$ cat src/rtl/tcp_pkg.sv
// Shared types and helpers for the TCP transmit path.
// FSM state encoding, counter widths and a constant clog2.
package tcp_pkg;

    typedef enum logic [1:0] {
        ST_IDLE,
        ST_BUSY,
        ST_GAP
    } state_e;

    localparam int GAP_W  = 8;
    localparam int WDOG_W = 24;

    function automatic int clog2(input int v);
        int r;
        r = 0;
        while ((1 << r) < v) begin
            r++;
        end
        return r;
    endfunction

endpackage

$ cat src/rtl/tcp_rr_pick.sv
// Combinational round-robin picker: first set request above `last`,
// wrapping to index 0. Returns one-hot grant, its index and any-valid.
module tcp_rr_pick
    import tcp_pkg::*;
#(
    parameter int N = 4,
    parameter int W = 2
) (
    input  logic [N-1:0] req,
    input  logic [W-1:0] last,
    output logic [N-1:0] gnt,
    output logic [W-1:0] idx,
    output logic         any
);

    logic         hi_found;
    logic         lo_found;
    logic [W-1:0] hi_idx;
    logic [W-1:0] lo_idx;

    // Scan downward so the lowest qualifying index is kept in each half
    always_comb begin
        hi_found = 1'b0;
        lo_found = 1'b0;
        hi_idx   = '0;
        lo_idx   = '0;
        for (int i = N - 1; i >= 0; i--) begin
            if (req[i]) begin
                if (i > int'(last)) begin
                    hi_found = 1'b1;
                    hi_idx   = W'(i);
                end else begin
                    lo_found = 1'b1;
                    lo_idx   = W'(i);
                end
            end
        end
    end

    assign any = hi_found | lo_found;
    assign idx = hi_found ? hi_idx : lo_idx;

    // Decode the chosen index into a one-hot vector
    always_comb begin
        gnt = '0;
        for (int i = 0; i < N; i++) begin
            gnt[i] = any && (idx == W'(i));
        end
    end

endmodule

$ cat src/rtl/tcp_tx_sched.sv
// Frame-level round-robin scheduler for the shared TCP TX path.
// Optional hung-controller watchdog: define TCP_TX_SCHED_WATCHDOG_EN.
module tcp_tx_sched
    import tcp_pkg::*;
#(
    parameter  int DEVICE_NUM  = 4,
    parameter  int GAP_CYCLES  = 2,
    parameter  int WDOG_CYCLES = 4096,
    localparam int SIZE = (clog2(DEVICE_NUM) > 1) ? clog2(DEVICE_NUM) : 1
) (
    input  logic                  clk,
    input  logic                  rst_n,
    input  logic [DEVICE_NUM-1:0] req_i,
    input  logic                  wr_allow_i,
    input  logic                  frame_done_i,
    input  logic                  stop_i,
    output logic [DEVICE_NUM-1:0] grant_o,
    output logic                  grant_vld_o,
    output logic [SIZE-1:0]       port_number_o,
    output logic                  busy_o,
    output logic                  timeout_o
);

    state_e                state_q, state_d;
    logic [DEVICE_NUM-1:0] req_q;
    logic [GAP_W-1:0]      gap_q, gap_d;
    logic [SIZE-1:0]       last_q, last_d;
    logic [DEVICE_NUM-1:0] grant_q, grant_d;
    logic                  vld_q, vld_d;
    logic [SIZE-1:0]       port_q, port_d;
    logic                  busy_q, busy_d;
    logic                  timeout_q, timeout_d;

    logic [DEVICE_NUM-1:0] pick_gnt;
    logic [SIZE-1:0]       pick_idx;
    logic                  pick_any;
    logic                  rel;
    logic                  wdog_hit;

    tcp_rr_pick #(
        .N (DEVICE_NUM),
        .W (SIZE)
    ) u_pick (
        .req  (req_q),
        .last (last_q),
        .gnt  (pick_gnt),
        .idx  (pick_idx),
        .any  (pick_any)
    );

`ifdef TCP_TX_SCHED_WATCHDOG_EN
    logic [WDOG_W-1:0] wdog_q, wdog_d;

    assign wdog_hit = (wdog_q == WDOG_W'(WDOG_CYCLES - 1));

    // Grant-age counter, cleared when a new grant is issued
    always_ff @(posedge clk or negedge rst_n) begin
        if (!rst_n) begin
            wdog_q <= '0;
        end else begin
            wdog_q <= wdog_d;
        end
    end
`else
    logic unused_wdog;

    assign wdog_hit    = 1'b0;
    assign unused_wdog = ^WDOG_W'(WDOG_CYCLES);
`endif

    assign rel = frame_done_i | stop_i;

    // Next-state logic for the grant FSM and its registered outputs
    always_comb begin
        state_d   = state_q;
        gap_d     = gap_q;
        last_d    = last_q;
        grant_d   = grant_q;
        vld_d     = vld_q;
        port_d    = port_q;
        timeout_d = 1'b0;
`ifdef TCP_TX_SCHED_WATCHDOG_EN
        wdog_d    = wdog_q;
`endif
        unique case (state_q)
            ST_IDLE: begin
                if (pick_any && wr_allow_i) begin
                    grant_d = pick_gnt;
                    port_d  = pick_idx;
                    vld_d   = 1'b1;
                    state_d = ST_BUSY;
`ifdef TCP_TX_SCHED_WATCHDOG_EN
                    wdog_d  = '0;
`endif
                end
            end
            ST_BUSY: begin
                if (rel || wdog_hit) begin
                    grant_d   = '0;
                    vld_d     = 1'b0;
                    last_d    = port_q;
                    timeout_d = wdog_hit & ~rel;
                    if (GAP_CYCLES == 0) begin
                        state_d = ST_IDLE;
                    end else begin
                        state_d = ST_GAP;
                        gap_d   = GAP_W'(GAP_CYCLES);
                    end
                end
`ifdef TCP_TX_SCHED_WATCHDOG_EN
                else begin
                    wdog_d = wdog_q + 1'b1;
                end
`endif
            end
            ST_GAP: begin
                if (stop_i || gap_q <= GAP_W'(1)) begin
                    state_d = ST_IDLE;
                    gap_d   = '0;
                end else begin
                    gap_d = gap_q - 1'b1;
                end
            end
            default: begin
                state_d = ST_IDLE;
            end
        endcase
        busy_d = (state_d != ST_IDLE);
    end

    // Request sampling, FSM state and output registers
    always_ff @(posedge clk or negedge rst_n) begin
        if (!rst_n) begin
            state_q   <= ST_IDLE;
            req_q     <= '0;
            gap_q     <= '0;
            last_q    <= SIZE'(DEVICE_NUM - 1);
            grant_q   <= '0;
            vld_q     <= 1'b0;
            port_q    <= '0;
            busy_q    <= 1'b0;
            timeout_q <= 1'b0;
        end else begin
            state_q   <= state_d;
            req_q     <= req_i;
            gap_q     <= gap_d;
            last_q    <= last_d;
            grant_q   <= grant_d;
            vld_q     <= vld_d;
            port_q    <= port_d;
            busy_q    <= busy_d;
            timeout_q <= timeout_d;
        end
    end

    assign grant_o       = grant_q;
    assign grant_vld_o   = vld_q;
    assign port_number_o = port_q;
    assign busy_o        = busy_q;
    assign timeout_o     = timeout_q;

endmodule
$ cat config.mk
export PLATFORM = sky130hd
export DESIGN_NAME = tcp_tx_sched
export DESIGN_NICKNAME = d
export VERILOG_FILES = /design/src/rtl/tcp_pkg.sv /design/src/rtl/tcp_rr_pick.sv /design/src/rtl/tcp_tx_sched.sv
export SDC_FILE = /design/constraint.sdc
export NUM_CORES = 1
export LEC_CHECK = 0
export BUFFER_PORTS_ARGS = -buffer_cell sky130_fd_sc_hd__buf_2
export CAP_MARGIN = 0
export CORE_MARGIN = 8
export CORE_UTILIZATION = 59
export CTS_CLUSTER_SIZE = 12
export DETAILED_ROUTE_END_ITERATION = 10
export PLACE_DENSITY = 0.89
export SYNTH_ARGS = -nofsm -noshare
export SYNTH_HDL_FRONTEND = slang
export SYNTH_SLANG_ARGS = --single-unit
$ cat constraint.sdc
create_clock -name clk -period 3.9 [get_ports clk]
set_clock_uncertainty 0.15 [all_clocks]
set_input_delay 0.195 -clock clk [delete_from_list [all_inputs] [get_ports clk]]
set_output_delay 0.195 -clock clk [all_outputs]
set_load 0.005 [all_outputs]
== Word level (Yosys, flattened, before mapping) ==
Cells that the tools add are included.
Widths: inputs -> output; s select.

* $add $sub $neg: 1
* Magnitude comparators: 4
* Equal/unequal tests: 7
* Mux-type cells: 40
* Bitwise operators: 2
* Reduce and logical (&&, ||, !) cells: 15

{| class="wikitable"
|+ Operators with widths
! kind !! count
|-
| $mux 2 || 17
|-
| $mux 8 || 2
|-
| $pmux 8 s2 || 1
|-
| $mux 1 || 15
|-
| $le 8x1->1 const B || 1
|-
| $mux 4 || 2
|-
| $pmux 4 s2 || 1
|-
| $sub 8x1->8 const B || 1
|-
| $eq 2x2->1 const B || 3
|-
| $pmux 2 s3 || 1
|-
| $reduce_and 2->1 || 3
|-
| $reduce_bool 2->1 || 3
|-
| $logic_and 1x1->1 || 5
|-
| $eq 2x1->1 const B || 2
|-
| $gt 2x2->1 const A || 2
|-
| $logic_not 2->1 || 2
|-
| $ne 2x2->1 const B || 2
|-
| $reduce_and 3->1 || 1
|-
| $gt 1x2->1 const A || 1
|-
| $or 1x1->1 || 2
|-
| $pmux 1 s2 || 1
|-
| $logic_or 1x1->1 || 1
|}

* Register bits after elaboration: 24
* Bits of input ports: 9
* Output and inout port bits: 9
* Logic and storage cells: 77

== Longest topological paths before layout ==
Gate-level depths: netlist of the first run.

* Depth after elaboration: 13
* Depth in mapped cells: 6
* Depth with buffers taken out: 6

== Modules after synthesis ==
Synthesis of the first run repeated with hierarchy kept, for this count alone.

* Cell total of the unflattened synthesis: 121
* Area total of the unflattened synthesis: 1214.9 µm²

{| class="wikitable"
|+ Modules (own cells, without submodules)
! module !! instances !! cells each !! area an instance (µm²) !! sequential area each (µm²)
|-
| tcp_tx_sched || 1 || 90 || 1021.0 || 603.1
|-
| tcp_rr_pick || 1 || 31 || 193.9 || 0.0
|}

== Worst setup path after synthesis of the first run ==
OpenSTA, ideal clock, no wires.

* Path kind: reg-to-reg
* Start: register gap_q[0]
* End: register gap_q[2]
* Setup time: 0.064 ns
* Arrival: 1.538 ns
* Data required time: 3.686 ns
* Path slack: 2.148 ns
* Stages on the path, launching flop included: 7
* Buffers on the path: 0
* Period minus slack after synthesis: 1.752 ns
* Path through: dfrtp_1 -> inv_1 -> ha_1 -> or2_1 -> a311o_4 -> nor3b_2 -> a21o_1

* Word-level cells in the longest chain between the ends: 4
* Elaborated cells between the ends (all ways): 5
* Classes of those cells: add/sub (1); order compare (1); mux (2); reduce/logical (1)

{| class="wikitable"
|+ Ends and longest elaborated chain
! item !! RTL line !! RTL
|-
| start, declared || tcp_tx_sched.sv:26 || <nowiki>logic [GAP_W-1:0] gap_q, gap_d;</nowiki>
|-
| start signal, assigned || tcp_tx_sched.sv:146 || <nowiki>gap_q <= gap_d;</nowiki>
|-
| $le 8x1->1 || tcp_tx_sched.sv:117 || <nowiki>if (stop_i || gap_q <= GAP_W'(1)) begin</nowiki>
|-
| $logic_or 1x1->1 || tcp_tx_sched.sv:117 ||
|-
| $mux 8 (*) || tcp_tx_sched.sv:117 ||
|-
| $pmux 8 s2 (*) || tcp_tx_sched.sv:85 || <nowiki>unique case (state_q)</nowiki>
|}

Every way passes the cells marked *; elsewhere a longest branch is shown, timed or not.
A chain may end at the register's enable or synchronous reset.

== Worst setup path in the final report of the first run ==
* Start: register gap_q[0]
* End: register gap_q[6]

Same word-level chain as after synthesis.

==> metrics.md, run 1 <==
| Metric | Value |
|---|---|
| Status | `finished, final reports clean` |
| Num ports | `18` |
| DR iter-0 viols | `25` |
| Syn nets | `~110` |
| Final Critical Period | `1.927 ns` |
| #FFs+latches synth | `24` |
| N_diodes | `0` |
| Commonest non-fill, non-tap cell in the layout | `dfrtp_1` |
| Clk slew on worst S/H paths | `0.12 ns` |
| Routed length per instance | `about 16 µm` |
| Critical-path cell list | `inv_1 > ha_1 > or2_1 > a311oi_2 > a31oi_1 > a31oi_1` |
| Grt ovf | `0` |
| CTS Buffer Depth | `2` |
| Die span in x | `approximately 61 µm` |
| Vias/cell | `5.809` |
| Residual DRC | `0` |
| GRT Total Usage | `0.1509` |
| Crit end category | `flip-flop` |
| Via count | `883` |
| Cell Count, Final, Fillers Out | `152` |
| Slew @ Worst Pin | `0.5227 ns` |
| Hold Fails Final Rpt | `0` |
| Setup CP Type | `reg -> reg` |
| CTS tree | `yes` |
| Post-DP HPWL | `between 1500 and 2000 µm` |
| Total of warnings raised by yosys | `0` |
| Delay-heaviest family, CP | `compound AO/OA/AOI/OAI gates` |
| Max_cap viols | `0` |
| First-pass GRT wire length | `between 4000 and 5000 µm` |
| Starting density of the core | `0.6133` |
| Cell count after synthesis | `a little over 100` |
| Unique cell type count in the Yosys netlist | `40` |
| Total wire length | `~2400 µm` |
| Die ar. | `0.003684 mm²` |
| Buf+Inv Stages, Crit Path | `1` |
| Die Ht | `60.70 µm` |
| Worst vdd ir | `0.4912 mV` |
| Pwr Density | `737.5 mW/mm²` |
| Synth top area share | `0.4671` |
| Clock sinks | `24` |
| Fmax | `between 500 and 600 MHz` |
| Worst path most repeated cell | `a31oi_1` |
| CTS resizes | `0` |
| Post-synthesis sequential area ratio | `0.5117` |
| Placer congestion estimate | `0.8503` |
| Worst Hold Class | `in -> reg` |
| Row cnt | `16` |
| Final setup TNS | `0 ns` |
| Final Power | `0.9975 mW` |
| Mapped cell area | `about 0.0012 mm²` |
| Post-CTS setup buffers | `0` |
| Worst path slowest cell | `dfrtp_1` |
| Worst slew margin | `0.6486` |
| Post-route clock period utilization | `0.4942` |
| Port Buffer Count | `16` |
| CTS Buf Count | `3` |
| Synthesis-to-finish area growth | `14.76%` |
| Final ANT Viol Nets | `0` |
| Top post-synthesis cells by area | `dfrtp_1 (47%), dfstp_2 (4.5%), a22o_1 (3.7%)` |
| Critical Path AT | `2.01 ns` |
| Share of cells above drive strength 1 | `0.2560` |
| # hold bufs at CTS | `5` |
| Largest net degree at the start of global routing | `25` |
| Syn avg cell area | `11.44 µm²` |
| CP max FO | `6` |
| Cell total after placement | `144` |
| RSZ-0062 raised after global routing | `no` |
| Final setup violating endpoints | `0` |
| Final Max Slew Viols | `0` |
| Number of synthesized flops with an enable pin | `0` |
| Vias in the first global route | `approximately 920` |
| Synth area leader | `dfrtp_1` |
| Dominant synthesized flop cell | `dfrtp_1` |
| Most frequent cells in the layout | `dfrtp_1 (22), buf_2 (16), nand2_1 (10)` |
| Clk root buf | `clkbuf_4` |
| Initial antenna violation count | `0` |
| Skew-Pair Late Insertion Delay | `0.30 ns` |
| Layout Nets | `138` |
| H-tree depth | `1` |
| Worst path max stage delay | `0.46 ns` |
| Worst EP required | `roughly 4.0 ns` |
| Startpoint types | `flip-flop` |
| Core Area | `0.001922 mm²` |
| Fraction of registers with async set/reset | `1.000` |
| Pleak | `0.6386 nW` |
| DR pass1 iterations | `4` |
[worst register-to-register path, stage by stage (launching register included)]
cell and delay (ns):
dfrtp_1 0.46, inv_1 0.07, ha_1 0.23, or2_1 0.26, a311oi_2 0.40, a31oi_1 0.14
a31oi_1 0.16
[through the flow]
stage | instance area, µm² | hold WS (ns) | util | setup slack (ns)
after global placement | 1280 | 0.04253 | 0.6660 | 2.073
after floorplan | 1179 | -0.2506 | - | 2.148
after CTS | 1353 | 0.02488 | 0.7038 | 1.984
after global routing | 1353 | 0.04852 | 0.7038 | 1.805
final | 1353 | 0.04438 | 0.7038 | 1.973
after detailed placement | 1280 | 0.05048 | 0.6660 | 2.015
[layer usage]
metal  track usage  up-vias  share of wire
li1              -      425              -
met1        0.1652      434           0.42
met2        0.2594       22           0.51
met3       0.05085        2          0.061
met4       0.06312        0         0.0057
met5             0        -              0
[cell usage after synthesis (2+ instances only)]
cell type	n
a21o_1	3
a21oi_1	3
a22o_1	5
a31oi_1	6
dfrtp_1	22
dfstp_2	2
ha_1	2
inv_1	4
mux2_1	2
nand2_1	10
nand2b_1	3
nor2_1	3
nor2b_1	3
nor3_1	2
nor3b_1	2
o21ai_1	6
or2_1	2
[logic make-up (layout without fill, tap and decap cells)]
family                     Yosys count  after routing  share of synthesized area
adders and majority gates            2              2                    0.02123
and+or+nand+nor                     34             34                     0.1900
muxes                                3              3                    0.02760
buffers and inverters                6             28                    0.02335
other                                1              1                   0.003182
DFF                                 24             24                     0.5117
AOI/OAI and AO/OA                   33             33                     0.2229
[cell type report]
type / count / area, µm²
Timing Repair Buffer: 21 / 130.1
Clock buffer: 3 / 22.52
Fill cell: 151 / 569.3
Inverter: 4 / 15.01
Tap cell: 27 / 33.78
Multi-Input combinational cell: 73 / 548.0
Sequential cell: 24 / 603.1
[worst paths after layout]
path                                          from  depth (start not counted)                 endpoint  slack, ns
setup / recovery              gap_q[0]$_DFFE_PN0P_                          6     gap_q[6]$_DFFE_PN0P_       1.97
hold / removal                        frame_done_i                          4     state_q[0]$_DFF_PN0_       0.04
setup reg to reg              gap_q[0]$_DFFE_PN0P_                          6     gap_q[6]$_DFFE_PN0P_       1.97
hold reg to reg            grant_vld_o$_DFFE_PN0P_                          2  grant_vld_o$_DFFE_PN0P_       0.36
max in group asynchronous                    rst_n                          2    last_q[1]$_DFFE_PN1P_       3.00
min in group asynchronous                    rst_n                          2     gap_q[2]$_DFFE_PN0P_       0.24
[sequential cells by signal (all words and copies together) (netlist names)]
register	count
grant_o	4
port_number_o	2
busy_o	1
last_q	2
grant_vld_o	1
req_q	4
gap_q	8
state_q	2
[report_power, final]
part	switching (mW)	leakage (nW)	internal, mW
sequential	0.102	0.299	0.348
combinational	0.241	0.326	0.205
clock	0.0650	0.0138	0.0360
No activity file was read; power rests on OpenSTA's default activity.
==> run 2, diff against run 1 <==
Settings changed: CORE_UTILIZATION 59 to 54, PLACE_DENSITY 0.89 to 0.83.
Clock period 3.9 ns to 2 ns, I/O delays scaled along.
==> run 2 against run 1 <==
  * Via count is 2.3% higher
  * Maximum frequency is 1.5% higher
  * Core utilization fell by 3.9 points
  * Clock power grew to 3.5 times the previous value
  * Routed wire length shrank 2.6%
  * Final cell count up 2.6%
  * Setup slack worse by 1.9 ns
  * Count of clock-buffer cells in the layout unchanged
  * Critical endpoint is now gap_q[4]$_DFFE_PN0P_
  * Sequential share of layout area decreased by 1.8 points
  * Total power grew 110%
==> metrics.md, run 2 (same netlist as run 1, synthesis figures left out) <==
| Metric | Value |
|---|---|
| Status | `finished, final reports clean` |
| Worst setup margin | `around 0.10 ns` |
| Biggest register | `gap_q` |
| FF-to-FF Start | `gap_q[0]$_DFFE_PN0P_` |
| Cell total after placement | `145` |
| Fin area | `0.001414 mm²` |
| Crit path launch | `gap_q[0]$_DFFE_PN0P_` |
| CP max FO | `9` |
| Final ANT Viol Nets | `0` |
| Net Sw Power | `between 0.8 and 0.9 mW` |
| Switching Share | `0.3897` |
| GRT Total Usage | `0.1237` |
| Routed length per instance | `15.22 µm` |
| DR pass1 iterations | `4` |
| Max_cap viols | `0` |
| Vias/cell | `5.788` |
| H-tree depth | `1` |
| Final Max Slew Viols | `0` |
| Post-DP HPWL | `approximately 1700 µm` |
| CTS Buffer Depth | `2` |
| Final setup violating endpoints | `0` |
| Total wire length | `approximately 2400 µm` |
| Worst vdd ir | `0.8678 mV` |
| N_diodes | `0` |
| Die span in x | `62.72 µm` |
| CTS tree | `yes` |
| Worst Hold Class | `in -> reg` |
| Layout Nets | `140` |
| Fin Hold WS | `0.02633 ns` |
| Pleak | `0.6619 nW` |
| Commonest non-fill, non-tap cell in the layout | `dfrtp_1` |
| Final Critical Period | `1.900 ns` |
| Setup WS pre-CTS | `between 0.07 and 0.08 ns` |
| Die ar. | `0.003934 mm²` |
| Startpoint types | `flip-flop` |
| CTS Buf Count | `3` |
| Grt ovf | `0` |
| Largest net degree at the start of global routing | `25` |
| Die Ht | `62.72 µm` |
| Critical Path AT | `between 2 and 2.5 ns` |
| Sequential Power Share | `0.409` |
| Post-route clock period utilization | `0.9499` |
| Slew @ Worst Pin | `0.5296 ns` |
| Synthesis-to-finish area growth | `19.96%` |
| Num ports | `18` |
| Share of cells above drive strength 1 | `0.2734` |
| Clock power share | `0.164` |
| Vias in the first global route | `948` |
| Most frequent cells in the layout | `dfrtp_1 (21), buf_2 (16), nand2_1 (10)` |
| Instance area at placement | `0.001281 mm²` |
| Skew-Pair Late Insertion Delay | `0.32 ns` |
| Worst EP required | `2.11 ns` |
| Port Buffer Count | `16` |
| DR iter-0 viols | `32` |
| Initial antenna violation count | `0` |
| Max reg flops | `8` |
| Comb power frac | `0.427` |
| Crit end category | `flip-flop` |
| First-pass GRT wire length | `4008 µm` |
| Fmax | `roughly 530 MHz` |
| Via count | `approximately 900` |
| Core Area | `about 0.0021 mm²` |
| Int Pwr | `1.300 mW` |
| Starting density of the core | `0.5541` |
| Final setup TNS | `0 ns` |
| Cell Count, Final, Fillers Out | `approximately 160` |
| Clock sinks | `24` |
| Worst slew margin | `0.6440` |
| Pwr Density | `1507 mW/mm²` |
| Clk slew on worst S/H paths | `0.13 ns` |
| Setup CP Type | `reg -> reg` |
| Fillers | `166` |
| Row cnt | `17` |
| Worst hold path startpoint | `stop_i` |
| Residual DRC | `0` |
| Placer congestion estimate | `slightly above 0.8` |
| Hold Fails Final Rpt | `0` |
| Clk root buf | `clkbuf_4` |
-- run 2: cell types whose count changed in the layout (fill, tap and decap cells not counted) --
cell / before / now
a311oi_2: 1 / 0
a311oi_4: 0 / 1
dlygate4sd3_1: 5 / 6
dfrtp_2: 0 / 1
dfrtp_1: 22 / 21
bufinv_16: 0 / 1
buf_4: 0 / 1
-- run 2: cell type report --
cell class	instances	area, µm²	share of cell area
well taps	28	35.03	0.02478
repair buffers	23	147.6	0.1044
inverters	4	15.01	0.01062
multi-input cells	73	559.3	0.3956
flip-flops and latches	24	604.3	0.4274
clock buffers	3	22.52	0.01593
clock inverters	1	30.03	0.02124
-- run 2: power by group through the flow --
stage	Sequential (mW)	Combinational (mW)	Clock, mW
2_1_floorplan	0.850	0.641	0
3_3_place_gp	0.863	0.823	0
3_5_place_dp	0.875	0.860	0
4_1_cts	0.865	0.876	0.359
5_1_grt	0.900	1.00	0.379
6_report	0.870	0.909	0.350
-- run 2: timing repair --
item	in CTS	in global routing
endpoints found under the setup margin	0	4
hold buffers	6	0
buffers inserted	0	1
resized for setup	0	2
hold endpoints to repair	29	0
-- run 2: through the flow --
| stage | utilization | power (mW) |
|---|---|---|
| after floorplan | - | 1.491 |
| after global placement | 0.6024 | 1.686 |
| after detailed placement | 0.6024 | 1.735 |
| after CTS | 0.6553 | 2.099 |
| after global routing | 0.6647 | 2.283 |
| final | 0.6647 | 2.130 |
-- run 2: path summary, 6_finish.rpt --
| check | end | slack [ns] | depth (start not counted) |
|---|---|---|---|
| min reg2reg | grant_vld_o$_DFFE_PN0P_ | 0.34 | 2 |
| max reg2reg | gap_q[4]$_DFFE_PN0P_ | 0.10 | 6 |
| min | gap_q[7]$_DFFE_PN0P_ | 0.03 | 4 |
| max | gap_q[4]$_DFFE_PN0P_ | 0.10 | 6 |
| min in group asynchronous | grant_vld_o$_DFFE_PN0P_ | 0.12 | 2 |
| max in group asynchronous | gap_q[0]$_DFFE_PN0P_ | 1.21 | 2 |
-- run 2: critical path: stages, from the launching register on --
cell	delay (ns)
dfrtp_2	0.43
inv_1	0.06
ha_1	0.23
or2_1	0.29
a311o_4	0.39
o21ai_1	0.15
a32o_2	0.14
-- run 2: metal layers --
| metal | part of all wire | vias up | global-route usage |
|---|---|---|---|
| met3 | 0.051 | 4 | 0.05018 |
| met5 | 0 | - | 0 |
| li1 | - | 431 | - |
| met1 | 0.42 | 446 | 0.1356 |
| met2 | 0.52 | 22 | 0.2122 |
| met4 | 0.010 | 0 | 0.03989 |
==> run 3, diff against run 2 <==
Settings changed: CORE_MARGIN 8 to default, CORE_UTILIZATION 54 to 55, PLACE_DENSITY 0.83 to 0.84, SYNTH_HIERARCHICAL from default to 1.
==> run 3 against run 2 <==
  * Non-clock buffer count up 8
  * Sequential share of layout area shrank 1.5 points
  * Setup slack got worse by 0.065 ns
  * Combinational power increased by 3.2%
  * Largest power group unchanged
  * Highest routed layer unchanged
==> metrics.md, run 3 <==
| Metric | Value |
|---|---|
| Status | `finished, final reports clean` |
| Num ports | `18` |
| CTS Buf Count | `3` |
| Worst path slowest cell | `dfrtp_1` |
| Initial antenna violation count | `0` |
| Fmax | `509.0 MHz` |
| Largest net degree at the start of global routing | `25` |
| Biggest register | `gap_q` |
| Dominant synthesized flop cell | `dfrtp_1` |
| H-tree depth | `1` |
| CTS tree | `yes` |
| Max_cap viols | `0` |
| Residual DRC | `0` |
| Pleak | `roughly 0.70 nW` |
| Syn nets | `132` |
| Setup WS pre-CTS | `0.02126 ns` |
| Commonest cells post-synth | `dfrtp_1 (22), nor2_1 (14), nand2_1 (13), o21ai_0 (5)` |
| Final Critical Period | `1.965 ns` |
| Worst path max stage delay | `about 0.42 ns` |
| Routed length per instance | `14.39 µm` |
| Worst slew margin | `0.6477` |
| Syn avg cell area | `10.04 µm²` |
| Fraction of registers with async set/reset | `1.000` |
| Number of synthesized flops with an enable pin | `0` |
| DR pass1 iterations | `4` |
| Die span in x | `49 µm` |
| Max reg flops | `8` |
| Fin Hold WS | `roughly 0.087 ns` |
| Core Area | `0.002022 mm²` |
| Via count | `~1000` |
| Slew @ Worst Pin | `about 0.52 ns` |
| Fillers | `153` |
| First-pass GRT wire length | `4436 µm` |
| Post-synthesis sequential area ratio | `0.4964` |
| Crit end category | `flip-flop` |
| Pwr Density | `1378 mW/mm²` |
| Placer congestion estimate | `0.8468` |
| Hold Fails Final Rpt | `0` |
| Cell count after synthesis | `between 100 and 150` |
| Die Ht | `about 50 µm` |
| Die ar. | `0.002401 mm²` |
| Setup CP Type | `reg -> reg` |
| Vias in the first global route | `1011` |
| Delay-heaviest family, CP | `compound AO/OA/AOI/OAI gates` |
| Final setup violating endpoints | `0` |
| Worst vdd ir | `roughly 0.94 mV` |
| Skew-Pair Late Insertion Delay | `a little over 0.3 ns` |
| Total of warnings raised by yosys | `6` |
| Top post-synthesis cells by area | `dfrtp_1 (45%), dfstp_2 (4.3%), nor2_1 (4.3%)` |
| Layout Nets | `approximately 160` |
| Clk root buf | `clkbuf_4` |
| Critical Path AT | `2.06 ns` |
| Worst Hold Class | `in -> reg` |
| N_diodes | `0` |
| Critical-path cell list | `inv_2 > ha_4 > or2_0 > a311o_2 > buf_4 > o21ai_0 > o2bb2ai_1` |
| Commonest non-fill, non-tap cell in the layout | `dfrtp_1` |
| Top-count cell post-synth | `dfrtp_1` |
| Post-route clock period utilization | `0.9824` |
| Grt ovf | `0` |
| DR iter-0 viols | `31` |
| Clock sinks | `24` |
| Unique cell type count in the Yosys netlist | `47` |
| Final Max Slew Viols | `0` |
| Synth area leader | `dfrtp_1` |
| Total wire length | `roughly 2500 µm` |
| Row cnt | `16` |
| Startpoint types | `flip-flop` |
| Worst EP required | `2.09 ns` |
| Share of cells above drive strength 1 | `0.2733` |
| Most frequent cells in the layout | `dfrtp_1 (22), buf_2 (16), nor2_1 (14)` |
| CTS Buffer Depth | `2` |
| Synthesis-to-finish area growth | `20.49%` |
| Mapped cell area | `0.001215 mm²` |
| Port Buffer Count | `16` |
| Post-DP HPWL | `approximately 1700 µm` |
| CP max FO | `4` |
| Starting density of the core | `0.6009` |
| Vias/cell | `5.763` |
| GRT Total Usage | `0.2438` |
| Final ANT Viol Nets | `0` |
| #FFs+latches synth | `24` |
| Clk slew on worst S/H paths | `approximately 0.12 ns` |
| Worst setup margin | `around 0.035 ns` |
| Synth top area share | `0.4531` |
| Buf+Inv Stages, Crit Path | `2` |
run 3: final cells by class:
cell class | count | area [µm²] | area share
repair buffers | 31 | 212.7 | 0.1453
clock buffers | 3 | 22.52 | 0.01538
inverters | 5 | 18.77 | 0.01282
multi-input cells | 87 | 573.1 | 0.3915
flip-flops and latches | 24 | 603.1 | 0.4120
well taps | 27 | 33.78 | 0.02308
run 3: kinds of logic after synthesis:
kind of cell / count (synthesis) / share of synthesized area
simple gates: 49 / 0.2070
compound gates: 32 / 0.1988
flops: 24 / 0.4964
buf+inv: 10 / 0.04736
other cells: 1 / 0.003087
mux: 3 / 0.02678
fa+ha+maj: 2 / 0.02059
run 3: worst paths after layout:
path,startpoint,to,slack [ns],cells after the start
max reg2reg,gap_q[1]$_DFFE_PN0P_,gap_q[4]$_DFFE_PN0P_,0.04,7
min in group asynchronous,rst_n,gap_q[7]$_DFFE_PN0P_,0.14,2
min,stop_i,gap_q[0]$_DFFE_PN0P_,0.09,4
max in group asynchronous,rst_n,last_q[0]$_DFFE_PN1P_,1.20,2
max,gap_q[1]$_DFFE_PN0P_,gap_q[4]$_DFFE_PN0P_,0.04,7
min reg2reg,grant_vld_o$_DFFE_PN0P_,grant_vld_o$_DFFE_PN0P_,0.34,2
run 3: power breakdown:
group          switching (mW)  internal [mW]  total [mW]  leakage [nW]
logic                   0.466          0.472       0.938         0.392
clock network           0.134         0.0704       0.205        0.0138
registers               0.188          0.686       0.874         0.299
total                   0.789           1.23        2.02         0.705
run 3: layer usage:
layer | vias up | GRT usage | wire (µm) | part of all wire
li1 | 484 | - | - | -
met1 | 496 | 0.2878 | 1064 | 0.42
met2 | 34 | 0.4236 | 1330 | 0.52
met3 | 6 | 0.06542 | 119 | 0.047
met4 | 0 | 0.08824 | 32 | 0.013
met5 | - | 0 | 0 | 0
run 3: worst register-to-register path, delay by kind of cell, from the launching register on:
kind	cells	cell delay, ns
compound gates	3	0.72
flops	1	0.42
buf+inv	2	0.23
simple gates	1	0.21
fa+ha+maj	1	0.16
run 3: through the flow:
step	area (µm²)	util	TNS, ns	total power [mW]	instances
2_1_floorplan	1215	-	0	1.474	121
3_3_place_gp	1305	0.6454	0	1.662	161
3_5_place_dp	1305	0.6454	0	1.713	161
4_1_cts	1408	0.6962	0	1.941	172
5_1_grt	1464	0.7240	-0.1120	2.189	177
6_report	1464	0.7240	0	2.017	177
run 3: timing repair:
action,in CTS,in global routing
gates cloned,0,0
pin swaps,1,2
gates resized for setup,0,5
hold buffers,8,0
setup buffers,0,5
endpoints found under the setup margin,2,6
hold endpoints to repair,31,0
